**src/rtl/seg7_sched_pkg.sv**
```systemverilog
// Shared types for the seven-segment display scheduler: digit index, arbiter and
// scan states, and the latched per-source display image.
package seg7_sched_pkg;

    localparam int NUM_DIGITS = 4;

    typedef logic [1:0] digit_t;

    typedef enum logic {SRC_SCORE = 1'b0, SRC_MSG  = 1'b1} src_e;
    typedef enum logic {SCAN_BLANK = 1'b0, SCAN_SHOW = 1'b1} scan_e;

    typedef struct packed {
        logic [NUM_DIGITS-1:0][3:0] nib;
        logic [NUM_DIGITS-1:0]      dots;
    } src_lat_t;

endpackage

```
**src/rtl/seg7_refresh_timer.sv**
```systemverilog
// Digit-slot timer: slot counter, digit index, dead-time BLANK/SHOW scan FSM and
// the slot-wrap / frame-boundary strobes (combinational, valid on the wrap edge).
module seg7_refresh_timer
    import seg7_sched_pkg::*;
#(
    parameter int REFRESH_DIV  = 100000,
    parameter int BLANK_CYCLES = 200
) (
    input  logic   gclk,
    input  logic   grst_n,
    output digit_t digit_q,
    output digit_t digit_d,
    output logic   show_d,
    output logic   slot_wrap,
    output logic   frame_bound
);

    localparam int               CNT_W      = $clog2(REFRESH_DIV);
    localparam logic [CNT_W-1:0] CNT_LAST   = CNT_W'(REFRESH_DIV - 1);
    localparam logic [CNT_W-1:0] SHOW_FIRST = CNT_W'(BLANK_CYCLES);

    logic [CNT_W-1:0] cnt_q, cnt_d;
    scan_e            scan_q, scan_d;

    assign slot_wrap   = (cnt_q == CNT_LAST);
    assign frame_bound = slot_wrap && (digit_q == digit_t'(NUM_DIGITS - 1));
    assign cnt_d       = slot_wrap ? '0 : cnt_q + 1'b1;
    assign digit_d     = slot_wrap ? digit_q + 2'd1 : digit_q;
    assign show_d      = (scan_d == SCAN_SHOW);

    // State tracks the counter value it will hold, so BLANK is already active on
    // the same edge the digit index moves.
    always_comb begin
        scan_d = scan_q;
        case (scan_q)
            SCAN_BLANK: if (cnt_d >= SHOW_FIRST) scan_d = SCAN_SHOW;
            SCAN_SHOW:  if (cnt_d <  SHOW_FIRST) scan_d = SCAN_BLANK;
        endcase
    end

    always_ff @(posedge gclk or negedge grst_n) begin
        if (!grst_n) begin
            cnt_q   <= '0;
            digit_q <= '0;
            scan_q  <= SCAN_BLANK;
        end else begin
            cnt_q   <= cnt_d;
            digit_q <= digit_d;
            scan_q  <= scan_d;
        end
    end

endmodule

```
**src/rtl/seg7_display_scheduler.sv**
```systemverilog
// Seven-segment display scheduler: digit scan with dead-time blanking, frame-aligned
// score/message arbitration. Define SEG7_LZ_BLANK_EN to suppress leading zeros of the score.
module seg7_display_scheduler
    import seg7_sched_pkg::*;
#(
    parameter int REFRESH_DIV  = 100000,
    parameter int BLANK_CYCLES = 200,
    parameter int HOLD_FRAMES  = 250
) (
    input  logic        CLK,
    input  logic        RESETN,
    input  logic [15:0] SCORE_IN,
    input  logic [3:0]  SCORE_DOTS_IN,
    input  logic        MSG_REQ_IN,
    input  logic [15:0] MSG_IN,
    input  logic [3:0]  MSG_DOTS_IN,
    output logic        MSG_ACK_OUT,
    output logic [1:0]  SEG_SELECT_OUT,
    output logic [3:0]  BIN_OUT,
    output logic        DOT_OUT,
    output logic        DIGIT_EN_OUT,
    output logic        SOURCE_OUT,
    output logic        FRAME_TICK_OUT
);

    localparam int                HOLD_W    = (HOLD_FRAMES > 1) ? $clog2(HOLD_FRAMES) : 1;
    localparam logic [HOLD_W-1:0] HOLD_LAST = HOLD_W'(HOLD_FRAMES - 1);

    digit_t            digit_d;
    logic              show_d, slot_wrap, frame_bound;
    src_e              arb_q, arb_d;
    logic [HOLD_W-1:0] hold_q, hold_d;
    src_lat_t          score_q, score_d, msg_q, msg_d, shown_d;
    logic              ack_d, lz_d;

    seg7_refresh_timer #(
        .REFRESH_DIV (REFRESH_DIV),
        .BLANK_CYCLES(BLANK_CYCLES)
    ) u_timer (
        .gclk       (CLK),
        .grst_n     (RESETN),
        .digit_q    (SEG_SELECT_OUT),
        .digit_d    (digit_d),
        .show_d     (show_d),
        .slot_wrap  (slot_wrap),
        .frame_bound(frame_bound)
    );

    // Everything changes only at frame boundaries. Leaving SRC_MSG always passes
    // through a full score frame, which is what keeps messages from abutting.
    always_comb begin
        arb_d   = arb_q;
        hold_d  = hold_q;
        score_d = score_q;
        msg_d   = msg_q;
        ack_d   = 1'b0;
        if (frame_bound) begin
            case (arb_q)
                SRC_SCORE: begin
                    if (MSG_REQ_IN) begin
                        arb_d      = SRC_MSG;
                        ack_d      = 1'b1;
                        hold_d     = '0;
                        msg_d.nib  = MSG_IN;
                        msg_d.dots = MSG_DOTS_IN;
                    end else begin
                        score_d.nib  = SCORE_IN;
                        score_d.dots = SCORE_DOTS_IN;
                    end
                end
                SRC_MSG: begin
                    if (hold_q == HOLD_LAST) begin
                        arb_d        = SRC_SCORE;
                        score_d.nib  = SCORE_IN;
                        score_d.dots = SCORE_DOTS_IN;
                    end else begin
                        hold_d = hold_q + 1'b1;
                    end
                end
            endcase
        end
    end

    always_ff @(posedge CLK or negedge RESETN) begin
        if (!RESETN) begin
            arb_q   <= SRC_SCORE;
            hold_q  <= '0;
            score_q <= '0;
            msg_q   <= '0;
        end else begin
            arb_q   <= arb_d;
            hold_q  <= hold_d;
            score_q <= score_d;
            msg_q   <= msg_d;
        end
    end

    assign shown_d = (arb_d == SRC_MSG) ? msg_d : score_d;

`ifdef SEG7_LZ_BLANK_EN
    // A digit is a leading zero when it and every digit to its left are zero and
    // its own dot is off; digit 0 always shows.
    always_comb begin
        lz_d = (arb_d == SRC_SCORE) && (digit_d != '0) && !score_d.dots[digit_d];
        for (int n = 0; n < NUM_DIGITS; n++)
            if (n >= int'(digit_d) && score_d.nib[n] != 4'h0) lz_d = 1'b0;
    end
`else
    assign lz_d = 1'b0;
`endif

    always_ff @(posedge CLK or negedge RESETN) begin
        if (!RESETN) begin
            BIN_OUT        <= '0;
            DOT_OUT        <= 1'b1;
            DIGIT_EN_OUT   <= 1'b0;
            MSG_ACK_OUT    <= 1'b0;
            FRAME_TICK_OUT <= 1'b0;
        end else begin
            if (slot_wrap) begin
                BIN_OUT <= shown_d.nib[digit_d];
                DOT_OUT <= ~shown_d.dots[digit_d];
            end
            DIGIT_EN_OUT   <= show_d && !lz_d;
            MSG_ACK_OUT    <= ack_d;
            FRAME_TICK_OUT <= frame_bound;
        end
    end

    assign SOURCE_OUT = (arb_q == SRC_MSG);

endmodule

```
**config.mk**
```make
export PLATFORM = sky130hd
export DESIGN_NAME = seg7_display_scheduler
export DESIGN_NICKNAME = d
export VERILOG_FILES = /design/src/rtl/seg7_sched_pkg.sv /design/src/rtl/seg7_refresh_timer.sv /design/src/rtl/seg7_display_scheduler.sv
export SDC_FILE = /design/constraint.sdc
export NUM_CORES = 1
export LEC_CHECK = 0
export CAP_MARGIN = 5
export CORE_MARGIN = 3
export CORE_UTILIZATION = 49
export CTS_CLUSTER_DIAMETER = 50
export DETAILED_ROUTE_END_ITERATION = 10
export HOLD_SLACK_MARGIN = 0.08
export PLACE_DENSITY = 0.76
export SLEW_MARGIN = 20
export SYNTH_ARGS = -nofsm -noshare
export SYNTH_HDL_FRONTEND = slang
export SYNTH_SLANG_ARGS = --single-unit
```
**constraint.sdc**
```tcl
create_clock -name CLK -period 2.82 [get_ports CLK]
set_input_delay 0.282 -clock CLK [delete_from_list [all_inputs] [get_ports CLK]]
set_output_delay 0.282 -clock CLK [all_outputs]
set_load 0.01 [all_outputs]
```
==> run summary, run 1 <==
The initial utilization of the core area, before any placement, comes to 51.4%. The aggregate routed wire length was 9120 µm. Summing over every cut layer, the via total after detailed routing is 2,969. The first routing iteration left 176 violations.

The post-route netlist has 27.2% of its cells at a drive strength greater than 1. The tools report the number of clock buffers inserted by TritonCTS as 9. Once detailed placement completed, the half-perimeter wirelength came to 6420 µm.

From left edge to right edge, the die measures 94.0 µm. The logs give 2,960 for the number of global-route vias before repair and 54 for the number of distinct library cells after synthesis. The worst hold path belongs to the class in -> async. Input and output buffers added on the ports amount to 53.

The die covers 0.00883 mm². The longest clock path from root to sink contains 2 buffers. Core footprint: 0.00737 mm². From synthesis to final layout, the design area changed by 30.0%. The transition time at the pin with the least slew margin is 0.960 ns, and the core occupancy in the finished layout is 66.9%.

The hold slack is 0.0514 ns. In the synthesized netlist the dominant register cell turns out to be sky130_fd_sc_hd__dfrtp_1. Count of final hold-check violations: 0. In this run, synthesis inferred 0 flip-flops with an integrated enable.

Across every metal layer, demand over resource in global routing totals 20.9%. TritonCTS built the clock tree. Leaving out fill and tap cells, the most frequent cell in the layout is sky130_fd_sc_hd__dfrtp_1.

For the sequential area share after synthesis, the log shows 50.2%. In the synthesized netlist the async set-or-reset flop fraction comes to 100%. Global routing finished with a remaining overflow of 0.

The worst path needs 2.82 ns of the cycle, external delays included. The clock network burns 38.8% of the power. In this run, the combinational gates consume 4.8% of the power. Dividing the final minimum period by the clock period gives 100%. The data required time of the worst path was 3.06 ns; the die extent in y was 94.0 µm.

The first global-routing pass estimated 14,400 µm of wire. Setup repair after global routing could not meet its margin everywhere. Worst-case headroom to the max-slew limit: 36.0%. The cell row count was 31. By startpoint and endpoint, the worst setup path is classified as reg -> reg. Clock tree synthesis selected as its root buffer the cell sky130_fd_sc_hd__clkbuf_8. The cell with the most instances on the worst path was sky130_fd_sc_hd__buf_4. Each instance of the synthesized netlist takes up on average 11.5 µm².

The post-detailed-route count of antenna-violating nets is 0. For the final weighted congestion in routability-driven placement, the log shows 0.914. STA classifies the critical path startpoint as a flip-flop.

54 I/O pins were placed. The reported net switching power is 0.443 mW, and the number of warnings issued by yosys is 0. The run gives 0 as the number of pins exceeding their max-slew limit in the final report. Max-cap violations in this run came to 0. The H-tree generated during clock tree synthesis spans 3 levels. For this design the static power due to leakage is 2.38 nW. The post-synthesis cell count is 330, and the clock-pin transition on the worst setup and hold timing paths is 0.08 ns. Power spread over the standard cell area amounts to 392 mW/mm². In the layout the commonest cells are 75 x sky130_fd_sc_hd__dfrtp_1, 52 x sky130_fd_sc_hd__clkdlybuf4s50_1, 34 x sky130_fd_sc_hd__mux2_2, 30 x sky130_fd_sc_hd__buf_4, 25 x sky130_fd_sc_hd__nor2_1. Setup violations remaining at the end of the flow were counted as 0. The worst endpoint data arrival time came out at 3.06 ns. Before CTS, the worst setup slack after placement is 0.0246 ns.

The flow ran to the end, and the final reports show no timing, DRC or antenna violations. The logs give 0 for the remaining design rule violation count and 0.00129 ns for the final worst slack. After synthesis the netlist holds a flip-flop and latch count of 76.

The wire length per cell was 17.5 µm; the share of total power consumed by net switching was 23.0%. Largest driver fanout on the critical path: 6. The run gives 377 as the net count after synthesis. The worst supply voltage drop on vdd is 0.319 mV. For this design, the sink count on the clock tree is 76. The synthesized netlist occupies a cell area of 0.00379 mm².

After clock tree synthesis, the flow added hold-fix buffers numbering 0. The first detailed-routing pass ran for 4 iterations. Once layout is done, the placed cells without fillers occupy 0.00493 mm². The net count reported at finish was 465; the vias per cell was 5.69. The signal on the critical path passes through ha_1 > or4bb_4 > nor4_4 > buf_4 > buf_4 > nand2_2 > a21oi_2 > inv_2 > buf_4 > a21oi_1 > nor4_1 > nor3_1. The logs give 0.00458 mm² for the area of placed instances and 0.00968 ns for the setup clock skew after layout. Proportion of power drawn by flip-flops and latches: 56.4%. The startpoint identified for the worst register-to-register timing path is u_timer.cnt_q[0]$_DFF_PN0_.

For the cell-internal power, the log shows 1.49 mW. Peak per-stage delay on the critical path: 0.49 ns. In the final timing run, aggregate negative setup slack is 0 ns. The run gives 561 as the fill cell total of the finished layout. The number of antenna violations at the first check in global routing is 0. The endpoint kind of the worst setup timing path is a flip-flop.

The maximum number of pins on one net before global-route repair came out at 77. The timing-limited maximum frequency was 355 MHz. The worst setup path startpoint was u_timer.cnt_q[0]$_DFF_PN0_. Clock latency on the worst-skew pair, taken at its later pin, is 0.35 ns. The largest individual stage delay along the critical path comes from the cell sky130_fd_sc_hd__or4bb_4. The repair_antennas step left the layout with diodes totalling 0.
-- critical path, delay by kind of cell (launching register included) --
family	cells	cell delay, ns
buffers and inverters	4	0.58
adders and majority gates	1	0.17
AOI/OAI and AO/OA	2	0.41
DFF	1	0.37
and+or+nand+nor	5	1.17
-- metal layers --
metal | vias up | share of wire (%) | wire, µm | track usage (%)
met4 | 0 | 1.3 | 116 | 3.97
met5 | - | 0 | 0 | 0
met2 | 78 | 51 | 4630 | 35.2
met3 | 13 | 4.9 | 445 | 4.89
li1 | 1403 | - | - | -
met1 | 1475 | 43 | 3930 | 27.7
-- per-stage QoR --
step / total power [mW] / instances
floorplan: 1.11 / 330
detailed placement: 1.20 / 497
CTS: 1.95 / 515
global route: 2.00 / 522
global placement: 1.20 / 497
finish: 1.93 / 522
-- cells in the mapped netlist (5+ instances only) --
cell type | count | share of area [%]
sky130_fd_sc_hd__o221a_2 | 6 | 1.8
sky130_fd_sc_hd__a21oi_1 | 7 | 0.92
sky130_fd_sc_hd__xor2_1 | 13 | 3.0
sky130_fd_sc_hd__nor2_1 | 25 | 2.5
sky130_fd_sc_hd__nand2_1 | 15 | 1.5
sky130_fd_sc_hd__nor3_1 | 7 | 0.92
sky130_fd_sc_hd__mux2i_1 | 10 | 2.6
sky130_fd_sc_hd__o221ai_1 | 9 | 2.1
sky130_fd_sc_hd__mux2_2 | 34 | 10
sky130_fd_sc_hd__xnor2_1 | 6 | 1.4
sky130_fd_sc_hd__dfrtp_1 | 75 | 50
sky130_fd_sc_hd__o21ai_0 | 12 | 1.6
sky130_fd_sc_hd__o21a_1 | 5 | 0.99
sky130_fd_sc_hd__nand3_1 | 10 | 1.3
sky130_fd_sc_hd__nand4_1 | 6 | 0.99
sky130_fd_sc_hd__inv_1 | 15 | 1.5
-- logic make-up (layout without fill, tap and decap cells) --
logic type               count (synthesis)  after routing  share of synthesized area, %
buffers and inverters                   25            118                          3.10
flip-flops                              76             76                          50.2
multiplexers                            46             46                          13.5
adder cells (fa/ha/maj)                  4              4                          1.32
AO/OA/AOI/OAI                           61             61                          11.8
XOR/XNOR                                19             19                          4.39
AND/OR/NAND/NOR                         99             99                          15.6
-- final cells by class --
type                       count  area, µm²  share of cell area, %
timing repair buffer          87        825                   16.7
sequential                    76       1900                   38.6
multi-input combinational    229       1840                   37.4
clock buffer                  11        141                   2.87
inverter                      15       56.3                   1.14
clock inverter                 5       36.3                  0.736
tap                           99        124                   2.51
-- sequential cells by signal (all words and copies together), names as in the netlist --
register,flops
DOT_OUT,1
score_q,20
FRAME_TICK_OUT,1
u_timer.scan_q,1
msg_q,20
BIN_OUT,4
SOURCE_OUT,1
u_timer.cnt_q,17
hold_q,8
u_timer.digit_q,2
MSG_ACK_OUT,1
-- power by group through the flow --
stage	combinational [mW]	sequential, mW	clock (mW)
after CTS	0.0934	1.09	0.764
after detailed placement	0.0931	1.11	0
after floorplan	0.00378	1.11	0
after global routing	0.100	1.09	0.809
final	0.0929	1.09	0.749
after global placement	0.0920	1.11	0
-- what timing repair did --
action,4_1_cts,5_1_grt
buffers inserted,2,6
setup endpoints to repair,2,7
gates cloned,0,1
resized for setup,0,20
pin swaps,1,9
-- worst paths after layout --
check,endpoint,slack (ns),depth (start not counted)
worst min-delay path,hold_q[4]$_DFFE_PN0P_,0.05,1
worst max-delay path,BIN_OUT[1]$_DFFE_PN0N_,0.001,12
max in group asynchronous,score_q[5]$_DFF_PN0_,2.11,1
min in group CLK,u_timer.cnt_q[0]$_DFF_PN0_,0.47,1
worst min register to register,u_timer.cnt_q[0]$_DFF_PN0_,0.47,1
worst max register to register,BIN_OUT[1]$_DFFE_PN0N_,0.001,12
No activity file was read; power rests on OpenSTA's default activity.
==> inputs of run 2 (changes only) <==
- RECOVER_POWER: not set -> 25
==> run summary, run 2 (same netlist as run 1, synthesis figures left out) <==
Type of the worst setup path: reg -> reg. 0 antenna diodes ended up in the layout. The floorplan has 31 rows.

After legalization and detailed placement, the total HPWL measured 6420 µm. The largest buffer count on any clock path is 2, and the setup TNS is 0 ns. The startpoint class of the critical path was a flip-flop.

The most used routing layer was met2. The most critical setup path has its startpoint at u_timer.cnt_q[0]$_DFF_PN0_. Global routing consumed, over all layers together, 20.9% of the routing resources. For this design the total switching power over the nets is 0.445 mW. The remaining design rule violation count is 0, and the transition time at the pin with the least slew margin is 1.88 ns. The number of global-route vias before repair was 2,960; the final clock period utilization by the worst path was 99.8%. The first detailed-routing pass ran for 5 iterations.

The largest single stage delay on the critical path is 0.49 ns. For this configuration, the core starts out at a cell density of 51.4%. In the final routed layout, each cell accounts on average for 17.4 µm.

Setup repair after global routing could not meet its margin everywhere. The detailed router finished its first iteration with 176 violations. After detailed routing, the total wire length is 9110 µm. At the worst endpoint, the required time is 3.06 ns.

Summing over every cut layer, the via total after detailed routing is 2,964. The largest registers in the layout are msg_q x20, score_q x20, u_timer.cnt_q x17. For this run, the top clock speed supported by timing is 355 MHz. Across the VDD grid, the largest voltage drop is 0.319 mV. The count of final hold-check violations is 0.

The area growth from synthesis to layout was 29.9%. The commonest non-fill, non-tap cell in the layout was sky130_fd_sc_hd__dfrtp_1. Counting tap cells, the placed design contains a total of 497 instances. Number of antenna violations at the first check in global routing: 0. Final non-filler cell total: 522. The slowest stage of the critical path is the sky130_fd_sc_hd__or4bb_4 cell.

The share of total power consumed by net switching works out to 23.0%. The met2 usage in global routing is 35.2%, and the multi-input logic area is 0.00184 mm². The analysis attributes to cell leakage a power of 2.38 nW.

The internal power of the cells totals 1.49 mW. Counting the fill cells in the layout gives 561. The cell sitting at the root of the clock tree is a sky130_fd_sc_hd__clkbuf_8.

For this run, the share of the core covered by cells in the final layout is 66.8%. For the global-route congestion overflow total, the log shows 0. Setup violations remaining at the end of the flow were counted as 0. Type of the tightest min-delay check: in -> async. The clock-pin transition on the worst setup and hold timing paths was 0.08 ns. The first global-routing pass estimated 14,400 µm of wire. In the global route stage, met3 resource usage came out at 4.89%. TritonCTS built the clock tree. The die covers 0.00883 mm².

The tools report the cts-stage hold buffer count as 0. Counting stages on the worst path, the most repeated cell is sky130_fd_sc_hd__buf_4. The vias per cell is 5.68.

The worst endpoint data arrival time is 3.05 ns, and the fraction of final layout cells sized beyond drive strength 1 is 27.2%. The maximum number of pins on one net before global-route repair was 77. The worst-case headroom to the max-slew limit is -25.6%.

The die extent in y was 94.0 µm. STA classifies the critical path endpoint as a flip-flop. The flow ran to the end, but the final reports show violations. The clock network power share is 38.9%. Walking the worst path, the cells encountered are ha_1 > or4bb_4 > nor4_4 > buf_4 > buf_4 > nand2_2 > a21oi_2 > inv_2 > buf_4 > a21oi_1 > nor4_1 > nor3_1. The H-tree generated during clock tree synthesis spans 3 levels. Global routing used 27.7% of the available met1 tracks. The proportion of power drawn by flip-flops and latches is 56.4%, and the number of buffers added on ports is 53. The final critical delay including setup and external delays is 2.81 ns. The logs give 76 for the CTS sink count and 0.00737 mm² for the core footprint. From left edge to right edge, the die measures 94.0 µm. The library cells used most frequently in the layout, excluding fill and tap cells, are 75 x sky130_fd_sc_hd__dfrtp_1, 52 x sky130_fd_sc_hd__clkdlybuf4s50_1, 34 x sky130_fd_sc_hd__mux2_2, 29 x sky130_fd_sc_hd__buf_4, 25 x sky130_fd_sc_hd__nor2_1. The share of total power dissipated in combinational logic is 4.8%. Buffers inserted during clock tree synthesis total 9. For this run, the post-layout net count is 465. In the final layout, flip-flops and latches occupy 0.00190 mm².

The logs give 0 for the post-detailed-route count of antenna-violating nets and 0.914 for the final weighted congestion in routability-driven placement. Along the worst path, the maximum fanout reaches 6. The power per standard cell area was 392 mW/mm²; the top-level I/O count was 54. The tools report the number of pins exceeding their max-slew limit in the final report as 77. The startpoint identified for the worst register-to-register timing path is u_timer.cnt_q[0]$_DFF_PN0_. On the final layout, the worst clock skew is 0.00972 ns.

Clock latency on the worst-skew pair: 0.35 ns. The checks that failed: capacitance limit, slew limit. The number of violations of the max-capacitance limit was 1. Counting cells, the worst reg-to-reg path comes to 12. For the overall power of the completed layout, the log shows 1.93 mW.
==> run 2: metal layers <==
metal	share of wire, %	routed length, µm	vias up
li1	-	-	1404
met1	43	3920	1471
met2	51	4640	78
met3	4.9	442	11
met4	1.2	106	0
met5	0	0	-
==> run 2: through the flow <==
stage	instance area, µm²	hold WS (ns)	worst slack [ns]
4_1_cts	4770	0.103	0.0382
6_report	4920	0.420	0.00569
3_5_place_dp	4580	0.456	0.0246
2_1_floorplan	3790	-0.0136	0.00360
3_3_place_gp	4580	0.449	0.0808
5_1_grt	4920	0.476	-0.165
==> run 2: worst max-delay path, delay by kind of cell (launching register included) <==
family / cells / cell delay (ns)
adder cells (fa/ha/maj): 1 / 0.17
buffers and inverters: 4 / 0.58
AO/OA/AOI/OAI: 2 / 0.41
AND/OR/NAND/NOR: 5 / 1.17
flip-flops: 1 / 0.37
==> run 2: repair_timing <==
item	CTS	global route
setup buffers	2	6
resized for setup	0	20
endpoints found under the hold margin	0	0
pin swaps	1	9
setup endpoints to repair	2	7
cloned	0	1
==> run 2: area by class of cell <==
| cell class | count | share of cell area, % |
|---|---|---|
| clock buffer | 11 | 2.87 |
| clock inverter | 5 | 0.737 |
| inverter | 15 | 1.14 |
| multi-input combinational | 229 | 37.4 |
| sequential | 76 | 38.6 |
| tap | 99 | 2.52 |
| timing repair buffer | 87 | 16.7 |
==> run 2: final timing paths <==
kind	slack, ns	endpoint
setup / recovery	0.006	BIN_OUT[1]$_DFFE_PN0N_
hold reg to reg	0.47	u_timer.cnt_q[0]$_DFF_PN0_
hold / removal	0.42	hold_q[4]$_DFFE_PN0P_
max in group asynchronous	1.25	score_q[5]$_DFF_PN0_
setup reg to reg	0.006	BIN_OUT[1]$_DFFE_PN0N_
min in group CLK	0.47	u_timer.cnt_q[0]$_DFF_PN0_
==> run 2: power by group through the flow <==
stage,registers (mW),logic [mW],clock network (mW)
floorplan,1.11,0.00378,0
global placement,1.11,0.0920,0
detailed placement,1.11,0.0931,0
CTS,1.09,0.0934,0.764
global route,1.09,0.0997,0.809
finish,1.09,0.0925,0.751
==> inputs of run 3 (changes only) <==
- CORE_UTILIZATION: 49 -> 30
- CTS_BUF_LIST: not set -> sky130_fd_sc_hd__clkbuf_4
- PLACE_DENSITY: 0.76 -> not set
==> run summary, run 3 (same netlist as run 1, synthesis figures left out) <==
The top cell types in the final layout, fill and taps aside, are 74 x sky130_fd_sc_hd__dfrtp_1, 52 x sky130_fd_sc_hd__clkdlybuf4s50_1, 34 x sky130_fd_sc_hd__buf_4, 31 x sky130_fd_sc_hd__mux2_2, 25 x sky130_fd_sc_hd__nor2_1. In the routed design, unresolved DRC markers number 0. The final non-filler cell total is 599. The tools report the number of inserted diodes as 0. After routing, the total negative slack on setup checks comes to 0 ns. Summed over all nets, the half-perimeter wirelength after detailed placement is 6740 µm.

In this design, the largest share of critical-path delay is due to simple AND/OR/NAND/NOR gates. The proportion of power drawn by flip-flops and latches is 56.2%, and the maximum number of pins on one net before global-route repair is 77. The area taken by flip-flops and latches is 0.00190 mm², and the fraction of final layout cells sized beyond drive strength 1 is 27.6%.

The count of final hold-check violations came out at 0. Among all stages on the critical path, the largest delay is contributed by sky130_fd_sc_hd__or4b_4. The first routing iteration left 174 violations.

The largest single stage delay on the critical path is 0.58 ns. The timing-limited maximum frequency came out at 368 MHz. The multi-input combinational cells in the finished layout cover a total of 0.00185 mm².

In this run the tool buffered the top-level ports with 53 buffer cells. The tools report the via count of the routed design as 2,902. The number of clock buffers added by TritonCTS is 9. The floorplan step set the die width to 118 µm. Headroom to the max-slew limit came out at -24.2%. The buffering stage count on the worst path with inverters included works out to 2. Summed over all layers, the global routing overflow is 0.

STA classifies the critical path endpoint as a flip-flop. Across every metal layer, demand over resource in global routing totals 13.7%. The tools report the number of antenna violations at the first check in global routing as 0. The combinational share of power was 4.9%; the H-tree depth was 3. The share of total power consumed by net switching works out to 22.7%. Once detail routing completed, the nets flagged for antenna violations numbered 0. The worst endpoint data arrival time is 3.03 ns, and the power per standard cell area is 380 mW/mm². The congestion estimate from routability-driven global placement came to 0.794. Largest driver fanout on the critical path: 8.

Type of the tightest min-delay check: in -> reg. The final clock period utilization by the worst path works out to 96.4%. The worst supply voltage drop on vdd was 0.217 mV. The setup clock skew after layout came out at 0.0283 ns. Number of setup violations in the final report: 0.

The largest registers in the layout are msg_q x20, score_q x20, u_timer.cnt_q x17. Pin placement for this block handled 54 I/O pins. After the last flow step, the layout net total stands at 473. TritonCTS built the clock tree. Summing internal, switching and leakage power gives 1.94 mW. The critical path is of the reg -> reg type.

The logs give 0.441 mW for the reported net switching power and 0.43 ns for the clock latency on the worst-skew pair. Relative to the synthesized area, the layout overhead comes to 34.5%. In this run, placement finished with an instance count of 570. The die extent in y was 118 µm. Data required time of the worst path: 3.14 ns. After detailed routing, the number of vias per cell comes to 4.84. The critical path goes through or4b_4 > nor4_4 > buf_4 > nand3_4 > buf_12 > o221ai_1 > o21ai_0 > a2111oi_2 > nor2_1. The run gives 3,004 as the number of global-route vias before repair. For this configuration, the core starts out at a cell density of 31.2%. The final critical delay including setup and external delays was 2.72 ns. After filler insertion, the fill cell instance count of the layout stands at 1,156. After detailed routing, the average wire length per cell comes to 15.8 µm.

At the pin with the least slew margin, the transition time is 1.86 ns. For the overall die area, the log shows 0.0140 mm². The first global-routing pass estimated 15,500 µm of wire. The number of detailed-routing iterations run before antenna repair was 4.

STA classifies the critical path startpoint as a flip-flop. In this run the deepest clock path goes through 2 buffers. The cell at the root of the clock tree was sky130_fd_sc_hd__clkbuf_4. The run finished, with violations left. The tools report the area of placed instances as 0.00471 mm².

The tools report the cell-internal power as 1.50 mW. After clock tree synthesis, the clock-pin slew on the worst setup and hold paths is 0.14 ns. The commonest non-fill, non-tap cell in the layout was sky130_fd_sc_hd__dfrtp_1.

The run gives 1 as the number of violations of the max-capacitance limit. Summing all non-filler instances in the final layout gives an area of 0.00510 mm². The clock drives 76 sinks.

The tools report the number of pins exceeding their max-slew limit in the final report as 77. The clock network accounts for 39.0% of the total power. The final reports fail on capacitance limit, slew limit. Summed over all layers, the routed wires come to 9470 µm.

The floorplan step defined a core boundary enclosing 0.0122 mm². After floorplanning, the core was divided into 40 placement rows. In this run the static leakage power is 2.46 nW.
run 3: worst paths after layout:
| check | endpoint | depth (start not counted) | start | slack [ns] |
|---|---|---|---|---|
| worst max-delay path | BIN_OUT[0]$_DFFE_PN0N_ | 9 | u_timer.cnt_q[6]$_DFF_PN0_ | 0.10 |
| worst min-delay path | msg_q[19]$_DFF_PN0_ | 2 | MSG_IN[15] | 0.48 |
| worst max register to register | BIN_OUT[0]$_DFFE_PN0N_ | 9 | u_timer.cnt_q[6]$_DFF_PN0_ | 0.10 |
| worst min register to register | msg_q[16]$_DFF_PN0_ | 2 | msg_q[16]$_DFF_PN0_ | 0.49 |
| max in group asynchronous | u_timer.cnt_q[5]$_DFF_PN0_ | 2 | RESETN | 0.68 |
| min in group asynchronous | score_q[14]$_DFF_PN0_ | 2 | RESETN | 0.89 |
run 3: per-stage QoR:
step           util [%]  hold slack [ns]  setup WS (ns)
2_1_floorplan         -          -0.0136        0.00360
3_3_place_gp       38.7            0.445         0.0613
3_5_place_dp       38.7            0.464        0.00365
4_1_cts            40.3            0.459         0.0176
5_1_grt            41.9            0.452        -0.0863
6_report           41.9            0.484          0.102
run 3: repair_timing:
item / 4_1_cts / 5_1_grt
setup endpoints to repair: 1 / 5
buffers inserted: 2 / 8
cloned: 0 / 2
resized for setup: 2 / 19
hold buffers: 1 / 0
endpoints found under the hold margin: 75 / 0
pin swaps: 1 / 8
run 3: routing by layer:
| layer | wire [µm] | GRT usage [%] | vias to the layer above |
|---|---|---|---|
| met5 | 0 | 0 | - |
| met4 | 150 | 4.20 | 0 |
| met3 | 359 | 3.35 | 14 |
| met2 | 4440 | 21.8 | 61 |
| met1 | 4520 | 18.5 | 1407 |
| li1 | - | - | 1420 |
run 3: power groups by stage:
stage / registers (mW) / logic [mW] / clock network [mW]
CTS: 1.09 / 0.0966 / 0.781
finish: 1.09 / 0.0941 / 0.756
global route: 1.09 / 0.103 / 0.827
global placement: 1.11 / 0.0950 / 0
floorplan: 1.11 / 0.00378 / 0
detailed placement: 1.11 / 0.0946 / 0
run 3: final cells by class:
cell class / instances / share of cell area [%]
clock buffers: 9 / 1.33
flip-flops and latches: 76 / 37.3
inverters: 15 / 1.10
clock inverters: 7 / 1.79
repair buffers: 95 / 18.1
multi-input cells: 229 / 36.2
well taps: 168 / 4.12
